<file path="src/rtl/square_wave_meter.sv">
// Square-wave monitor: synchronizes an asynchronous toggling input and reports
// high time, low time and period in clk cycles, with a per-period valid strobe.
module square_wave_meter #(
    parameter int unsigned CNT_W       = 16,
    parameter int unsigned SYNC_STAGES = 2
) (
    input  logic             clk,
    input  logic             rst_n,
    input  logic             sig_in,
    output logic             meas_valid,
    output logic [CNT_W-1:0] high_cnt,
    output logic [CNT_W-1:0] low_cnt,
    output logic [CNT_W:0]   period_cnt,
    output logic             locked,
    output logic             timeout
);

    localparam int unsigned PER_W  = CNT_W + 1;
    localparam int unsigned FILL_W = 3;
    localparam logic [CNT_W-1:0] CNT_MAX = '1;

    typedef enum logic [1:0] {
        ST_IDLE = 2'd0,
        ST_HIGH = 2'd1,
        ST_LOW  = 2'd2
    } state_t;

    logic [SYNC_STAGES-1:0] r_sync;
    logic                   r_prev;
    logic                   r_primed;
    logic [FILL_W-1:0]      r_fill;

    state_t                 r_state;
    state_t                 w_state_nxt;

    logic [CNT_W-1:0]       r_cnt;
    logic [CNT_W-1:0]       r_hi;
    logic [CNT_W-1:0]       r_high;
    logic [CNT_W-1:0]       r_low;
    logic [PER_W-1:0]       r_per;
    logic                   r_valid;
    logic                   r_locked;
    logic                   r_to;

    logic [CNT_W-1:0]       w_cnt_nxt;
    logic [CNT_W-1:0]       w_hi_nxt;
    logic [CNT_W-1:0]       w_high_nxt;
    logic [CNT_W-1:0]       w_low_nxt;
    logic [PER_W-1:0]       w_per_nxt;
    logic                   w_valid_nxt;
    logic                   w_locked_nxt;
    logic                   w_to_nxt;

    logic                   w_s;
    logic                   w_rise;
    logic                   w_fall;
    logic                   w_edge;
    logic                   w_sat;

    // Synchronizer plus priming; priming waits until the chain holds a real
    // post-reset sample so a level present at reset never looks like an edge.
    always_ff @(posedge clk or negedge rst_n) begin
        if (!rst_n) begin
            r_sync   <= '0;
            r_prev   <= 1'b0;
            r_primed <= 1'b0;
            r_fill   <= '0;
        end else begin
            r_sync <= {r_sync[SYNC_STAGES-2:0], sig_in};
            r_prev <= w_s;
            if (!r_primed) begin
                r_fill <= r_fill + FILL_W'(1);
                if (r_fill == FILL_W'(SYNC_STAGES)) begin
                    r_primed <= 1'b1;
                end
            end
        end
    end

    assign w_s    = r_sync[SYNC_STAGES-1];
    assign w_rise = r_primed &  w_s & ~r_prev;
    assign w_fall = r_primed & ~w_s &  r_prev;
    assign w_edge = w_rise | w_fall;
    assign w_sat  = (r_state != ST_IDLE) && (r_cnt == CNT_MAX) && !w_edge;

    always_ff @(posedge clk or negedge rst_n) begin
        if (!rst_n) begin
            r_state <= ST_IDLE;
        end else begin
            r_state <= w_state_nxt;
        end
    end

    always_comb begin
        w_state_nxt = r_state;
        case (r_state)
            ST_IDLE: if (w_rise) w_state_nxt = ST_HIGH;
            ST_HIGH: begin
                if (w_fall)     w_state_nxt = ST_LOW;
                else if (w_sat) w_state_nxt = ST_IDLE;
            end
            ST_LOW: begin
                if (w_rise)     w_state_nxt = ST_HIGH;
                else if (w_sat) w_state_nxt = ST_IDLE;
            end
            default: w_state_nxt = ST_IDLE;
        endcase
    end

    // Next values for the level counter and the registered measurement outputs.
    always_comb begin
        w_cnt_nxt    = r_cnt;
        w_hi_nxt     = r_hi;
        w_high_nxt   = r_high;
        w_low_nxt    = r_low;
        w_per_nxt    = r_per;
        w_valid_nxt  = 1'b0;
        w_locked_nxt = r_locked;
        w_to_nxt     = 1'b0;
        case (r_state)
            ST_IDLE: begin
                w_cnt_nxt = w_rise ? CNT_W'(1) : '0;
            end
            ST_HIGH: begin
                if (w_fall) begin
                    w_hi_nxt  = r_cnt;
                    w_cnt_nxt = CNT_W'(1);
                end else if (w_sat) begin
                    w_to_nxt     = 1'b1;
                    w_locked_nxt = 1'b0;
                    w_cnt_nxt    = '0;
                end else begin
                    w_cnt_nxt = r_cnt + CNT_W'(1);
                end
            end
            ST_LOW: begin
                if (w_rise) begin
                    w_high_nxt   = r_hi;
                    w_low_nxt    = r_cnt;
                    w_per_nxt    = PER_W'(r_hi) + PER_W'(r_cnt);
                    w_valid_nxt  = 1'b1;
                    w_locked_nxt = 1'b1;
                    w_cnt_nxt    = CNT_W'(1);
                end else if (w_sat) begin
                    w_to_nxt     = 1'b1;
                    w_locked_nxt = 1'b0;
                    w_cnt_nxt    = '0;
                end else begin
                    w_cnt_nxt = r_cnt + CNT_W'(1);
                end
            end
            default: w_cnt_nxt = '0;
        endcase
    end

    always_ff @(posedge clk or negedge rst_n) begin
        if (!rst_n) begin
            r_cnt    <= '0;
            r_hi     <= '0;
            r_high   <= '0;
            r_low    <= '0;
            r_per    <= '0;
            r_valid  <= 1'b0;
            r_locked <= 1'b0;
            r_to     <= 1'b0;
        end else begin
            r_cnt    <= w_cnt_nxt;
            r_hi     <= w_hi_nxt;
            r_high   <= w_high_nxt;
            r_low    <= w_low_nxt;
            r_per    <= w_per_nxt;
            r_valid  <= w_valid_nxt;
            r_locked <= w_locked_nxt;
            r_to     <= w_to_nxt;
        end
    end

    assign meas_valid = r_valid;
    assign high_cnt   = r_high;
    assign low_cnt    = r_low;
    assign period_cnt = r_per;
    assign locked     = r_locked;
    assign timeout    = r_to;

endmodule

</file>
<file path="config.mk">
export PLATFORM = sky130hd
export DESIGN_NAME = square_wave_meter
export DESIGN_NICKNAME = d
export VERILOG_FILES = /design/src/rtl/square_wave_meter.sv
export SDC_FILE = /design/constraint.sdc
export NUM_CORES = 1
export LEC_CHECK = 0
export CAP_MARGIN = 0
export CORE_UTILIZATION = 35
export CTS_BUF_LIST = sky130_fd_sc_hd__clkbuf_4
export DETAILED_ROUTE_END_ITERATION = 16
export SLEW_MARGIN = 25
export SYNTH_ARGS = -nofsm -noshare
export SYNTH_HDL_FRONTEND = slang
export SYNTH_SLANG_ARGS = --single-unit
</file>
<file path="constraint.sdc">
create_clock -name clk -period 2.4 [get_ports clk]
set_input_delay 0.36 -clock clk [delete_from_list [all_inputs] [get_ports clk]]
set_output_delay 0.36 -clock clk [all_outputs]
set_load 0.05 [all_outputs]
</file>
=== After elaboration in Yosys (flattened, before gate mapping) ===
Cells that the tools add are included.

* Input bits: 3
* Logic and storage cells: 60
* Output and inout bits: 52
* Flip-flop bits (word level): 93

* Add/subtract/negate cells: 3
* Reductions and logical operators: 9
* Bitwise logic cells: 7
* Eq/ne operators: 6
* Mux-type cells: 22

{| class="wikitable"
|+ Operators by type and width
! cell !! number
|-
| $mux W16 || 3
|-
| $pmux W16 S3 || 1
|-
| $add A16 B16 Y17 || 1
|-
| $add A16 B1 Y16 const B || 1
|-
| $eq A16 B16 Y1 const B || 1
|-
| $mux W1 || 11
|-
| $mux W2 || 4
|-
| $pmux W2 S3 || 1
|-
| $reduce_and A2 Y1 || 3
|-
| $and A1 B1 Y1 || 4
|-
| $ne A2 B2 Y1 const B || 2
|-
| $pmux W1 S2 || 2
|-
| $reduce_bool A2 Y1 || 2
|-
| $add A3 B1 Y3 const B || 1
|-
| $eq A3 B2 Y1 const B || 1
|-
| $eq A2 B1 Y1 const B || 1
|-
| $eq A2 B2 Y1 const B || 1
|-
| $logic_and A1 B1 Y1 || 2
|-
| $logic_not A2 Y1 || 1
|-
| $not A1 Y1 || 2
|-
| $logic_not A1 Y1 || 1
|-
| $or A1 B1 Y1 || 1
|}

=== Logic depth before layout (Yosys ltp) ===
* Depth after elaboration: 9
* Gate-level depth with buffers: 9
* Gate-level depth less buffers: 9

=== Worst setup path after synthesis ===
OpenSTA, ideal clock, no wires.

* Path kind: register -> register
* From: register r_cnt[0]
* To: register r_per[10] (netlist: period_cnt[10])
* Required time: 2.265 ns
* Library setup time: 0.135 ns
* Path slack: 0.216 ns
* Arrival time: 2.048 ns
* Cell stages (with the launch flop): 8
* Clock period less this slack: 2.184 ns
* Path through: dfrtp_1 ha_1 fa_1 a211oi_1 o21ai_0 a41oi_1 xor2_1 o21ai_0

* Longest elaborated chain between the ends: 1

{| class="wikitable"
|+ RTL lines
! element !! line !! source
|-
| start: declaration || 36 || <nowiki>logic [CNT_W-1:0] r_cnt;</nowiki>
|-
| start signal: assignment || 167 || <nowiki>r_cnt <= w_cnt_nxt;</nowiki>
|-
| $add A16 B16 Y17 || 140 || <nowiki>w_per_nxt = PER_W'(r_hi) + PER_W'(r_cnt);</nowiki>
|-
| end signal: assignment || 171 || <nowiki>r_per <= w_per_nxt;</nowiki>
|-
| end: declaration || 40 || <nowiki>logic [PER_W-1:0] r_per;</nowiki>
|}

Every way passes these cells.
A chain may end at the register's enable or synchronous reset.

=== Worst setup path after layout ===
* From: register r_hi[9]
* To: register r_per[15] (netlist: period_cnt[15])

* Longest elaborated chain between the ends: 1

{| class="wikitable"
|+ RTL lines
! element !! line !! source
|-
| start: declaration || 37 || <nowiki>logic [CNT_W-1:0] r_hi;</nowiki>
|-
| start signal: assignment || 168 || <nowiki>r_hi <= w_hi_nxt;</nowiki>
|-
| $add A16 B16 Y17 || 140 ||
|}

Every way passes these cells.

==> impl_results.md <==
* Number of optimization iterations in the first detailed-route pass at 4
* Fin crit share at 0.9229
* Slowest cell on the critical path: ha_1
* Dominant combinational cell family by area after synthesis: simple AND/OR/NAND/NOR gates
* Worst-case setup slack after placement at 0.09570 ns
* Arrival @ worst endpoint at ~2.6 ns
* IO Port Bufs at between 50 and 60
* Worst-Margin Slew at about 0.53 ns
* Die height at 117.1 um
* Number of nets in the synthesized netlist at just over 500
* Average footprint of a synthesized cell at between 9 and 10 um2
* Vias in the first global route at roughly 3500
* Clock tree root buffer cell: clkbuf_4
* Setup slack of the critical path after layout at 0.1851 ns
* Sort of element at the end of the critical path: flop
* Worst slew margin at 0.6482
* Dominant synthesized flop cell: dfrtp_1
* Count of standard-cell rows at between 40 and 50
* Setup tns final at 0 ns
* Endpoints failing setup at 0
* Starting utilization of the core area at 0.3632
* Area of the die at roughly 14000 um2
* Ratio of cells with drive above 1 in the final layout at 0.1053
* Number of buffers added for setup after CTS at 0
* Number of failing hold endpoints at the final stage at 0
* Total power divided by cell area at 599.9 nW/um2
* Number of buffers between clock root and the deepest sink at 2
* Post-synthesis xor/xnor area fraction at 0.05286
* Routed length per placed instance at ~15 um
* Clock network latency to the later pin of the worst-skew pair at approximately 0.47 ns
* Total length of routed wires at 11.06 mm
* Most frequently used cell type in the post-synthesis netlist: nand2_1
* Max incr delay on CP at between 0.4 and 0.5 ns
* Warnings, synthesis at 0
* Post-detailed-route count of antenna-violating nets at 0
* Finished Layout Cells at 724
* Maximum number of pins on one net before global-route repair at 56
* Run status: completed
* Post-synthesis mux area share at 0.03614
* Async set or reset register ratio after synthesis at 1.000
* Post-layout min period at between 2 and 2.5 ns
* Detailed placer's ending HPWL at approximately 8.2 mm
* Fin. max-slew vios at 0
* P&R area growth vs syn at 21.44%
* Weighted congestion reported at the end of routability-driven placement at 0.8190
* LEAKAGE at 2.722 nW
* Count of unique library cells instantiated by Yosys at 54
* Core Box Area at about 13000 um2
* Clock edge transition at the registers on the reported setup and hold paths at 0.14 ns
* TritonCTS buffer count at 9
* Synth Area in Adders at 0.06634
* Number of max-capacitance violations reported at 0
* Post-Place Cells at around 710
* Vias at 3569
* Grt total ovfl at 0
* Netlist Area Pre-Place at approximately 4600 um2
* Clock tree from TritonCTS: done
* Horizontal die dimension at roughly 120 um
* # nets final at 573
* Vias per inst at 4.930
* Post-synthesis sequential area ratio at 0.5016
* Number of flops mapped to enable cells by yosys at 0
* Type of the worst setup path: reg -> reg
* Depth of the CTS H-tree at 3
* Max frequency at between 400 and 500 MHz
* Compound-cell area share of the yosys netlist at 0.1127
* Number of I/O pins at 55
* Clock Skew at 0.01666 ns
* Dominant cells by area after synthesis: dfrtp_1, nand2_1, ha_1, mux2_2, xor2_1
* Number of synthesized register bits at between 90 and 100
* Worst-path cell chain: ha_1 -> nand4_1 -> nor4b_1 -> nor2_2 -> and3_1 -> a311o_1
* Initial detailed-routing violation count at between 150 and 200
* Most instantiated cells after synthesis: nand2_1, dfrtp_1, nor2_1
* Buf/Inv on CP at 0
* Unrepaired setup endpoints after global routing: false
* Wire length of the first global-routing pass at ~18 mm
* Worst ir drop on vdd at between 0.2 and 0.3 mV
* Fraction of post-synthesis cell area in the top cell type by area at 0.5016
* Number of antenna violations at the first check in global routing at 1
* Library cell with the largest summed area after synthesis: dfrtp_1
* Cell count after synthesis at between 400 and 500
* Worst min-delay path category: in -> reg
* Drc violations at 0
* GRT Total Usage at 0.1770
* CP Data Required Time at between 2 and 3 ns
* Maximum fanout encountered on the critical timing path at 9
* Clock tree sinks at 93
* Simple-gate area share of the yosys netlist at 0.1944
* Startpoint type of the worst setup path: flop
* Family with the most delay on the worst path: simple AND/OR/NAND/NOR gates
[worst register-to-register path, stage by stage, from the launching register on]
cell and delay (ns):
dfrtp_1 0.42, ha_1 0.47, nand4_1 0.20, nor4b_1 0.36, nor2_2 0.14, and3_1 0.17
a311o_1 0.35
[path summary, 6_finish.rpt]
path	start	depth (start not counted)	slack, ns	endpoint
setup reg to reg	r_hi[9]	6	0.19	period_cnt[15]
hold reg to reg	r_sync[0]	0	0.38	r_sync[1]
setup / recovery	r_hi[9]	6	0.19	period_cnt[15]
max in group asynchronous	rst_n	3	1.32	high_cnt[14]
min in group asynchronous	rst_n	2	0.39	period_cnt[13]
hold / removal	sig_in	1	0.33	r_sync[0]
[logic make-up after synthesis]
logic type,Yosys count
flip-flops,93
XOR/XNOR,28
AND/OR/NAND/NOR,201
adder cells (fa/ha/maj),24
multiplexers,15
AO/OA/AOI/OAI,83
buffers and inverters,35
[area by class of cell]
class	instances	area [um2]
antenna	1	2.502
clock buffer	10	75.07
clock inverter	6	53.80
fill	1232	7139
inverter	13	48.80
multi-input combinational	351	2153
sequential	93	2327
tap	172	215.2
timing repair buffer	78	758.2
[sequential cells by signal, summed over array words and instances (netlist names)]
register	flops
period_cnt	17
high_cnt	16
low_cnt	16
r_cnt	16
r_hi	16
r_fill	3
r_state	2
r_sync	2
locked	1
meas_valid	1
r_prev	1
r_primed	1
timeout	1
[metal layers]
| metal | wire length [um] | GRT usage | part of all wire | vias up |
|---|---|---|---|---|
| li1 | - | - | - | 1758 |
| met1 | 5352 | 0.2355 | 0.48 | 1739 |
| met2 | 5142 | 0.2801 | 0.47 | 61 |
| met3 | 342 | 0.03450 | 0.031 | 11 |
| met4 | 220 | 0.07932 | 0.020 | 0 |
| met5 | 0 | 0 | 0 | - |
[repair_timing]
item,CTS,global route
resized for setup,0,2
endpoints found under the setup margin,0,5
hold buffers,1,0
endpoints found under the hold margin,38,0
[cells in the final DEF (no fill, tap or decap), drive strengths merged, types with 2 or more instances in the layout]
cell	Yosys	final
clkinv	0	4
o21ai	22	22
nand2	128	128
or2	2	2
dfrtp	93	93
mux2	14	14
nor3	5	5
a21o	7	7
a211o	2	2
xor2	16	16
nor2	27	27
or3	3	3
o211ai	4	4
nand2b	2	2
buf	10	24
a22o	2	2
o21a	3	3
a21oi	24	24
clkdlybuf4s50	0	53
a31oi	2	2
inv	13	13
and3	4	4
xnor2	12	12
and2	2	2
ha	23	23
nand3	9	9
clkbuf	12	10
nor2b	2	2
nand4	8	8
a211oi	5	5
o21bai	4	4
[through the flow]
stage | hold WS [ns] | util | instance area [um2] | power, mW
final | 0.3338 | 0.4411 | 5634 | 3.380
after global routing | 0.3021 | 0.4411 | 5634 | 3.550
after CTS | 0.2904 | 0.4403 | 5624 | 3.414
after detailed placement | 0.3457 | 0.4294 | 5485 | 2.569
after global placement | 0.3323 | 0.4294 | 5485 | 2.541
after floorplan | 0.06441 | - | 4639 | 2.276
[where the power goes]
group          switching (mW)  internal (mW)
logic                   0.495          0.306
registers              0.0778           1.66
clock network           0.524          0.318
total                    1.10           2.28
Power figures use the tool's default switching activity.
